$ cat src/rtl/decoder_scan_if.sv
// Bus bundle for decoder_scan: control/address from the master, registered
// one-hot select plus strobes back from the decoder.
interface decoder_scan_if #(
  parameter int AW = 2
);
  localparam int OW = 2 ** AW;

  logic          en;
  logic          mode;
  logic [AW-1:0] a_in;
  logic          a_valid;
  logic [OW-1:0] y;
  logic [AW-1:0] y_idx;
  logic          y_valid;
  logic          wrap;

  modport master (
    output en, mode, a_in, a_valid,
    input  y, y_idx, y_valid, wrap
  );

  modport slave (
    input  en, mode, a_in, a_valid,
    output y, y_idx, y_valid, wrap
  );
endinterface

$ cat src/rtl/decoder_scan.sv
// Registered binary-to-one-hot decoder with enable, valid strobe and an
// autonomous scan mode that walks the one-hot output at SCAN_DIV cycles/step.
module decoder_scan #(
  parameter int AW       = 2,
  parameter int SCAN_DIV = 4
) (
  input logic           clk,
  input logic           rst_n,
  decoder_scan_if.slave bus
);
  localparam int OW = 2 ** AW;
  localparam int DW = 16;
  localparam logic [DW-1:0] DIV_LAST = DW'(SCAN_DIV - 1);
  localparam logic [AW-1:0] IDX_LAST = AW'(OW - 1);

  typedef enum logic [1:0] {
    ST_IDLE   = 2'd0,
    ST_DIRECT = 2'd1,
    ST_SCAN   = 2'd2
  } state_e;

  state_e        state_q, state_d;
  logic [OW-1:0] y_q, y_d;
  logic [AW-1:0] idx_q, idx_d;
  logic          valid_q, valid_d;
  logic          wrap_q, wrap_d;
  logic [DW-1:0] div_q, div_d;

  function automatic logic [OW-1:0] onehot(input logic [AW-1:0] idx);
    onehot = OW'(1) << idx;
  endfunction

  // Next-state logic; priority is en, then mode change, then a_valid/divider step.
  always_comb begin
    state_d = state_q;
    y_d     = y_q;
    idx_d   = idx_q;
    valid_d = 1'b0;
    wrap_d  = 1'b0;
    div_d   = div_q;
    if (!bus.en) begin
      state_d = ST_IDLE;
      y_d     = {OW{1'b0}};
      idx_d   = {AW{1'b0}};
      div_d   = {DW{1'b0}};
    end else begin
      case (state_q)
        ST_IDLE: begin
          idx_d = {AW{1'b0}};
          div_d = {DW{1'b0}};
          if (bus.mode) begin
            state_d = ST_SCAN;
            y_d     = onehot({AW{1'b0}});
            valid_d = 1'b1;
          end else begin
            state_d = ST_DIRECT;
            y_d     = {OW{1'b0}};
          end
        end
        ST_DIRECT: begin
          if (bus.mode) begin
            // Scan always restarts at index 0; a_valid this cycle is dropped.
            state_d = ST_SCAN;
            y_d     = onehot({AW{1'b0}});
            idx_d   = {AW{1'b0}};
            valid_d = 1'b1;
            div_d   = {DW{1'b0}};
          end else if (bus.a_valid) begin
            y_d     = onehot(bus.a_in);
            idx_d   = bus.a_in;
            valid_d = 1'b1;
          end else begin
            y_d     = y_q;
          end
        end
        ST_SCAN: begin
          if (!bus.mode) begin
            state_d = ST_DIRECT;
            div_d   = {DW{1'b0}};
          end else if (div_q == DIV_LAST) begin
            div_d   = {DW{1'b0}};
            idx_d   = idx_q + AW'(1);
            y_d     = onehot(idx_q + AW'(1));
            valid_d = 1'b1;
            wrap_d  = (idx_q == IDX_LAST);
          end else begin
            div_d   = div_q + DW'(1);
          end
        end
        default: begin
          state_d = ST_IDLE;
          y_d     = {OW{1'b0}};
          idx_d   = {AW{1'b0}};
          div_d   = {DW{1'b0}};
        end
      endcase
    end
  end

  // State and output registers with synchronous active-low reset.
  always_ff @(posedge clk) begin
    if (!rst_n) begin
      state_q <= ST_IDLE;
      y_q     <= {OW{1'b0}};
      idx_q   <= {AW{1'b0}};
      valid_q <= 1'b0;
      wrap_q  <= 1'b0;
      div_q   <= {DW{1'b0}};
    end else begin
      state_q <= state_d;
      y_q     <= y_d;
      idx_q   <= idx_d;
      valid_q <= valid_d;
      wrap_q  <= wrap_d;
      div_q   <= div_d;
    end
  end

  assign bus.y       = y_q;
  assign bus.y_idx   = idx_q;
  assign bus.y_valid = valid_q;
  assign bus.wrap    = wrap_q;
endmodule

$ cat src/flat_wrapper.sv
// flat-port wrapper written by rule: the top's interface ports become plain ports
module decoder_scan_flat 
#(
  parameter int AW       = 2,
  parameter int SCAN_DIV = 4
)
  (clk, rst_n, bus_en, bus_mode, bus_a_in, bus_a_valid, bus_y, bus_y_idx, bus_y_valid, bus_wrap);
  decoder_scan_if #(.AW(AW)) bus_i ();
  input logic clk;
  input logic rst_n;
  input wire logic [$bits(bus_i.en)-1:0] bus_en;
  input wire logic [$bits(bus_i.mode)-1:0] bus_mode;
  input wire logic [$bits(bus_i.a_in)-1:0] bus_a_in;
  input wire logic [$bits(bus_i.a_valid)-1:0] bus_a_valid;
  output wire logic [$bits(bus_i.y)-1:0] bus_y;
  output wire logic [$bits(bus_i.y_idx)-1:0] bus_y_idx;
  output wire logic [$bits(bus_i.y_valid)-1:0] bus_y_valid;
  output wire logic [$bits(bus_i.wrap)-1:0] bus_wrap;
  assign bus_i.en = bus_en;
  assign bus_i.mode = bus_mode;
  assign bus_i.a_in = bus_a_in;
  assign bus_i.a_valid = bus_a_valid;
  assign bus_y = bus_i.y;
  assign bus_y_idx = bus_i.y_idx;
  assign bus_y_valid = bus_i.y_valid;
  assign bus_wrap = bus_i.wrap;
  decoder_scan #(.AW(AW), .SCAN_DIV(SCAN_DIV)) u_core (.clk(clk), .rst_n(rst_n), .bus(bus_i));
endmodule
$ cat config.mk
export PLATFORM = sky130hd
export DESIGN_NAME = decoder_scan_flat
export DESIGN_NICKNAME = d
export VERILOG_FILES = /design/src/rtl/decoder_scan_if.sv /design/src/rtl/decoder_scan.sv /design/src/flat_wrapper.sv
export SDC_FILE = /design/constraint.sdc
export NUM_CORES = 1
export LEC_CHECK = 0
export ABC_AREA = 1
export CORE_MARGIN = 8
export CORE_UTILIZATION = 34
export CTS_CLUSTER_DIAMETER = 50
export DETAILED_ROUTE_END_ITERATION = 8
export GPL_TIMING_DRIVEN = 0
export PLACE_DENSITY = 0.49
export SLEW_MARGIN = 15
export SYNTH_ARGS = -nofsm -noshare
export SYNTH_HDL_FRONTEND = slang
export SYNTH_SLANG_ARGS = --single-unit
$ cat constraint.sdc
create_clock -name clk -period 2.4 [get_ports clk]
set_clock_uncertainty 0.15 [all_clocks]
set_input_delay 0.36 -clock clk [delete_from_list [all_inputs] [get_ports clk]]
set_output_delay 0.36 -clock clk [all_outputs]
set_load 0.05 [all_outputs]
# ---- Word level (Yosys, flattened, before mapping)
# Index checks and enable logic that the tools add are counted.
dict set report totals {
  reg_bits 26
  wordCells 49
}
dict set report op_classes {
  addsub 2
  eq_ne 9
  shift 2
  muxes 25
  reduce_logical 5
}
# operator count
set ops {}
lappend ops {{two-way mux 16 bit} 3}
lappend ops {{case mux 16 bit (2 select lines)} 1}
lappend ops {{adder 16 x 1 -> 16 bit (second input constant)} 1}
lappend ops {{== test 16 x 2 -> 1 bit (second input constant)} 1}
lappend ops {{two-way mux 4 bit} 4}
lappend ops {{two-way mux 2 bit} 7}
lappend ops {{case mux 4 bit (3 select lines)} 1}
lappend ops {{<< shifter 1 x 2 -> 4 bit (first input constant)} 2}
lappend ops {{two-way mux 1 bit} 6}
lappend ops {{!= test 2 bit (second input constant)} 3}
lappend ops {{case mux 2 bit (3 select lines)} 1}
lappend ops {{AND reduction 5 bit} 1}
lappend ops {{== test 2 bit (second input constant)} 2}
lappend ops {{case mux 2 bit (2 select lines)} 1}
lappend ops {{AND reduction 2 bit} 2}
lappend ops {{!= test 3 bit (second input constant)} 1}
lappend ops {{case mux 1 bit (3 select lines)} 1}
lappend ops {{AND reduction 3 bit} 1}
lappend ops {{adder 2 x 1 -> 2 bit (second input constant)} 1}
lappend ops {{== test 2 x 1 -> 1 bit (second input constant)} 1}
lappend ops {{logical NOT 2 bit} 1}
lappend ops {{!= test 2 x 1 -> 1 bit (second input constant)} 1}

# ---- Logic depth before layout (Yosys ltp)
dict set report logic_depth {
  depth_word 5
  mapped_depth 10
  ltp_nobuf 10
}

# ---- Worst setup path before layout
# OpenSTA, ideal clock, no wires.
dict set report synth_timing {
  kind {register to register}
  from {register u_core.idx_q[0], in the netlist u_core.bus.y_idx[0]}
  to {register u_core.idx_q[1], in the netlist u_core.bus.y_idx[1]}
  arrival_time_ns 1.449
  setup_slack_ns 0.684
  stages_incl_launch_ff 9
  path_buffers 0
  synth_period_minus_slack_ns 1.716
  cell_sequence {dfxtp_1 inv_1 ha_1 nand2_1 o21ai_0 nand2_1 nand3_1 nand2_1 nor2_1}
}
dict set report synth_via {
  elab_chain_cells 4
}
# element line
set synth_lines {}
lappend synth_lines {{start, declared} decoder_scan.sv:24} ;# logic [AW-1:0] idx_q, idx_d;
lappend synth_lines {{start signal, assigned} decoder_scan.sv:105} ;# idx_q <= {AW{1'b0}};
lappend synth_lines {{start signal, assigned} decoder_scan.sv:112} ;# idx_q <= idx_d;
lappend synth_lines {{adder 2 x 1 -> 2 bit} decoder_scan.sv:82} ;# idx_d = idx_q + AW'(1);
lappend synth_lines {{two-way mux 2 bit} decoder_scan.sv:80} ;# end else if (div_q == DIV_LAST) begin
lappend synth_lines {{two-way mux 2 bit} decoder_scan.sv:77} ;# if (!bus.mode) begin
lappend synth_lines {{case mux 2 bit (2 select lines)} decoder_scan.sv:47} ;# case (state_q)
# Every way passes these cells. The select of a mux whose other input is x is not followed.
# A chain may end at the register's enable or synchronous reset.

# ---- Worst setup path in the final report
dict set report layout_timing {
  from {register u_core.idx_q[0], in the netlist u_core.bus.y_idx[0]}
  to {output bus_y_idx[0]}
}
# element line
set layout_lines {}
lappend layout_lines {{end, declared} flat_wrapper.sv:16} ;# output wire logic [$bits(bus_i.y_idx)-1:0] bus_y_idx;
# No word-level cell between the ends.

==> flow_summary.toml <==
[synth]
ys_warn_count = 0
synth.area.mux_share = 0
synth-edff-count = 0
yosysMostFrequentCell = "nand2_1"
synth-simple-area-share = 0.388
seq_area_frac_synth = 0.345
synth_top_family_by_area = "simple AND/OR/NAND/NOR gates"
async_flop_share = 0
synth.largest_area_cell = "dfxtp_1"
syn_nets = 239
netlist_instances = 223
synth_top_cell_area_share = 0.345
yosys_most_used_dff = "dfxtp_1"
synthTopCellsByArea = "dfxtp_1 34%, nand2_1 15%, nor2_1 10%, ha_1 7.5%, inv_1 5.2%"
syn_area_um2 = 1510
ys_ff_latch = 26
synth_common_cells = "61 x nand2_1, 40 x nor2_1, 26 x dfxtp_1"
synthXorXnorAreaFrac = 0.0464
synth_adder_area_share = 0.0746
ys_types = 28
synth.avg_cell_area_um2 = 6.77
synth-compound-area-share = 0.0746

[sta]
rsz0062_at_grt = "false"
final.setup.tns_ns = 0
slew_headroom = 0.665
finalHoldViolCount = 0
period_share = 0.866
layout_min_cycle_time_ns = 2.08
setup_violations = 0
tightestPinTransition_ns = 0.501
fmax_ghz = 0.481
drv_slew = 0

[cells_and_area]
num_antenna_cells = 0
finalNonFillerCells = 293
syn_to_final_growth_pct = 18.3
drive_gt1_frac = 0.0705
nNetsFinal = 258

[cts]
postCtsSetupBuffers = 0
h-tree-depth = 1
cts_tree = "yes"
cts_resized = 0
holdBufCountCts = 0
clock_latency_ns = 0.28
clockRootBuffer = "clkbuf_8"
numCtsBuffers = 3
clkTransAtPathRegs_ns = 0.09
cts_num_sinks = 26
clockBufferDepth = 2

[detailed_routing]
wirelength_um = 3160
wl_per_cell_um = 10.8
antenna_left = 0
drt-vias-per-instance = 4.46
vias = 1308
dr.first_iter.drc_count = 68
drcViolationCount = 0
drt_pass1_iterations = 4

[floorplan]
dieArea_um2 = 6830
row_count = 24
die_y_um = 82.6
start_util = 0.349
core_region_area_um2 = 4320
ios = 15
dieWidth_um = 82.6

[min_path]
hp-class = "flip-flop to flip-flop"

[setup_path]
crit_family = "buffers and inverters"
path_cells = "clkdlybuf4s50_1"
endpoint_kind = "output port"
slowest_delay_ns = 0.85
cpMaxStageDelayCell = "clkdlybuf4s50_1"
path_class = "flip-flop to output port"
crit_fanout = 6
crit_buf_inv = 1
arrival_ns = 1.57
cp.required_ns = 1.89
startpoint_type = "flip-flop"

[power]
power.density_nw_per_um2 = 525
leakagePower_nw = 0.760
p_int_uw = 709
switchingPower_uw = 228
p_sw_frac = 0.243
power_frac_clock = 0.393
ir_drop_uv = 272
p_seq_frac = 0.477
combPwrFrac = 0.130

[grt]
grt_max_degree = 16
antenna_found_initial = 0
grt.total_usage = 0.106
grt_pass1_wl_um = 5730
gr-total-overflow = 0
grt_pass1_vias = 1264

[place]
place_congestion = 0.793
port_buffers = 14
hpwlAfterDp_um = 2460
dp_cells = 289

[job]
max-cap-violations = 0

[outcome]
status = "finished clean"
[power by group through the flow]
stage                     clock [mW]  combinational [mW]  sequential (mW)
final                          0.368               0.121            0.447
after global routing           0.401               0.138            0.449
after CTS                      0.388               0.123            0.448
after detailed placement           0               0.122            0.458
after global placement             0               0.123            0.458
after floorplan                    0              0.0663            0.475
[registers in the layout, summed over array words and instances, names as in the netlist]
| register | flops |
|---|---|
| u_core.bus.y_valid | 1 |
| u_core.div_q | 16 |
| u_core.bus.y_idx | 2 |
| u_core.state_q | 2 |
| u_core.bus.y | 4 |
| u_core.bus.wrap | 1 |
[cell type report]
class | count | area (µm²)
fill | 488 | 2540
timing repair buffer | 14 | 140
clock buffer | 3 | 41.3
clock inverter | 1 | 30.0
buffer | 4 | 21.3
tap | 52 | 65.1
inverter | 23 | 86.3
sequential | 26 | 520
multi-input combinational | 170 | 881
[worst paths after layout]
check                       from               to  slack [ns]  depth (start not counted)
max          u_core.bus.y_idx[0]     bus_y_idx[0]        0.32                          1
min              u_core.bus.y[2]  u_core.bus.y[2]        0.34                          2
max reg2reg    u_core.state_q[0]  u_core.div_q[7]        0.52                         10
min reg2reg      u_core.bus.y[2]  u_core.bus.y[2]        0.34                          2
[logic make-up after synthesis]
logic type,count (synthesis)
simple gates,132
buf+inv,27
flops,26
compound gates,21
fa+ha+maj,9
xor+xnor,8
[worst register-to-register path: cells and delay by family (launching register included)]
| family | cells | cell delay (ns) |
|---|---|---|
| simple gates | 5 | 0.47 |
| fa+ha+maj | 1 | 0.20 |
| buf+inv | 4 | 0.54 |
| flops | 1 | 0.43 |
[cell usage in the layout (no fill, tap or decap), types with 5 or more instances in the layout]
master           count
o21ai_0              5
nor3_1               5
nor2_1              40
dfxtp_1             26
clkdlybuf4s50_1     14
inv_1               21
a21oi_1             12
nand3_1             13
ha_1                 9
xnor2_1              5
nand2_1             61
[stage by stage]
| stage | area (µm²) | hold slack, ns | power, mW | setup WS, ns | utilization |
|---|---|---|---|---|---|
| final | 1790 | 0.341 | 0.937 | 0.321 | 0.413 |
| after global routing | 1790 | 0.382 | 0.987 | 0.248 | 0.413 |
| after CTS | 1790 | 0.354 | 0.959 | 0.295 | 0.413 |
| after detailed placement | 1710 | 0.323 | 0.580 | 0.320 | 0.396 |
| after global placement | 1710 | 0.328 | 0.581 | 0.319 | 0.396 |
| after floorplan | 1510 | 0.327 | 0.541 | 0.684 | - |
[routing by layer]
metal	vias up	wire length [µm]	global-route usage
li1	730	-	-
met1	551	1540	0.131
met2	20	1380	0.169
met3	7	177	0.0390
met4	0	54	0.0310
met5	-	0	0
Power figures use the tool's default switching activity.
==> RTL change (same settings) <==
Change the localparam `DW` from 16 to 14.
--- a/src/rtl/decoder_scan.sv
+++ b/src/rtl/decoder_scan.sv
@@ -10,5 +10,5 @@
 );
   localparam int OW = 2 ** AW;
-  localparam int DW = 16;
+  localparam int DW = 14;
   localparam logic [DW-1:0] DIV_LAST = DW'(SCAN_DIV - 1);
   localparam logic [AW-1:0] IDX_LAST = AW'(OW - 1);
Behaviour: same outputs for any inputs over 10 cycles, from zero or initial values; that may be too few to reach the edited logic, so the function may still have changed.
==> RTL change against the original RTL <==
Global-route usage increased by 0.61 points. Total power fell by 13%. Area after synthesis grew 9.0%. Worst setup slack better by 0.064 ns. Non-clock buffer count rose by 1. First-iteration DRC count down 10%. Sequential cell count fell by 2. Design area grew 6.0%. Largest cell class unchanged. Routed wire length increased by 22%.
==> RTL change: results (changes against the original RTL) <==
| Metric | Value |
|---|---|
| Cell variety after synth | 27 (-3.6%) |
| Critical path's top delay family | buffers and inverters |
| Dpl hpwl | 2970 um (+20%) |
| Post-synthesis net count | 267 (+12%) |
| Sequential share of power | 50.9% (+3.2 points) |
| Routability congestion estimate | 0.825 (+4.0%) |
| Avg WL per Cell | 11.9 um (+11%) |
| PostCTS Resize Cnt | 0 (unchanged) |
| Post-synth ARST share | 0% (unchanged) |
| Max clock buf depth | 2 (unchanged) |
| Vias | 1,496 (+14%) |
| Initial antenna violation count | 0 (unchanged) |
| Global-route wire length before repair | 6710 um (+17%) |
| Crit-path max FO | 4 (-2) |
| CTS Hold Bufs | 0 (unchanged) |
| CP arrival | 1.51 ns (-0.06 ns) |
| Status | finished clean |
| Critical Path Max Stage Delay | 0.83 ns (-0.02 ns) |
| Vias in the first global route | 1,446 (+14%) |
| LEAKAGE | 0.734 nW (-3.4%) |
| PortBufs | 14 (unchanged) |
| Share of layout cells above drive strength 1 | 17.9% (+11 points) |
| Nets@finish | 286 (+11%) |
| Yosys warns | 0 (unchanged) |
| Worst-Margin Slew | 0.588 ns (+0.0862 ns) |
| Power share of the combinational group | 18.3% (+5.3 points) |
| Total CTS buffers | 3 (unchanged) |
| Post-Place Setup Slack | 0.408 ns (+0.0881 ns) |
| H-tree depth | 1 (unchanged) |
| Worst-Skew Late Latency | 0.27 ns |
| Top post-synthesis cells by count | nand2_1 (79), inv_1 (25), nor2_1 (25), dfxtp_1 (24), nand3_1 (14) |
| Largest net degree at the start of global routing | 13 (-3) |
| # diodes | 0 (unchanged) |
| Worst Hold Class | reg -> reg |
| Fill cell count | 536 (+9.8%) |
| Worst vdd ir | 205 uV (-25%) |
| Worst-path clk slew | 0.09 ns (about the same) |
| Final Hold Viols | 0 (unchanged) |
| Max stage delay cell, worst path | clkdlybuf4s50_1 |
| Max reg flops | 14 (-2) |
| Drt initial violations | 61 (-10%) |
| Drt pass-1 iters | 4 (unchanged) |
| Register area share after synthesis | 29.2% (-5.3 points) |
| Clock Tree Root | clkbuf_8 |
| GR Overflow Total | 0 (unchanged) |
| Largest Register | u_core.div_q |
| Placed inst area | 1850 um^2 (+8.0%) |
| Top cells by area, synth | dfxtp_1 (29%), nand2_1 (18%), ha_1 (6.8%) |
| Switching portion of total power | 29.5% (+5.2 points) |
| Setup bufs post-CTS | 0 (unchanged) |
| All-layer global routing usage | 11.2% (+0.61 points) |
==> RTL change: changes by cell type after synthesis, sizes merged, moves of 3 or more <==
cell   before  now
o21ai       5   16
xnor2       5    0
xor2        3    0
nand2      64   86
or2         4    0
inv        22   35
nor2       43   31
nand3      13   21
==> RTL change: through the flow <==
stage	utilization, %	instances	power, W	hold slack, ns
2_1_floorplan	-	251	0.000525	0.322
3_3_place_gp	39.5	319	0.000574	0.347
3_5_place_dp	39.5	319	0.000572	0.347
4_1_cts	40.3	322	0.000825	0.362
5_1_grt	40.3	322	0.000853	0.382
6_report	40.3	322	0.000812	0.355
==> RTL change: cell families after synthesis <==
| family | after synthesis | share of synthesized area [%] |
|---|---|---|
| simple gates | 143 | 40.7 |
| buf+inv | 41 | 10.2 |
| fa+ha+maj | 9 | 6.85 |
| compound gates | 34 | 13.0 |
| flops | 24 | 29.2 |
==> RTL change: cell type report <==
cell class / count / area [um^2] / area share [%]
plain buffers: 5 / 30.0 / 1.59
repair buffers: 14 / 140 / 7.40
flip-flops and latches: 24 / 480 / 25.4
well taps: 54 / 67.6 / 3.57
multi-input cells: 186 / 996 / 52.6
inverters: 36 / 138 / 7.27
clock buffers: 3 / 41.3 / 2.18
==> RTL change: worst paths after layout <==
kind	startpoint	endpoint	slack (ns)	cells past startpoint
max reg2reg	u_core.state_q[1]	u_core.bus.y[1]	0.62	10
min reg2reg	u_core.div_q[12]	u_core.div_q[12]	0.36	2
max	u_core.bus.y_idx[0]	bus_y_idx[0]	0.38	1
min	u_core.div_q[12]	u_core.div_q[12]	0.36	2
==> RTL change: per-layer routing <==
layer | track usage (%) | up-vias | wire, um
met2 | 16.6 | 10 | 1560
met4 | 3.82 | 0 | 34
met3 | 2.29 | 4 | 80
met1 | 15.7 | 658 | 2170
li1 | - | 824 | -
met5 | 0 | - | 0
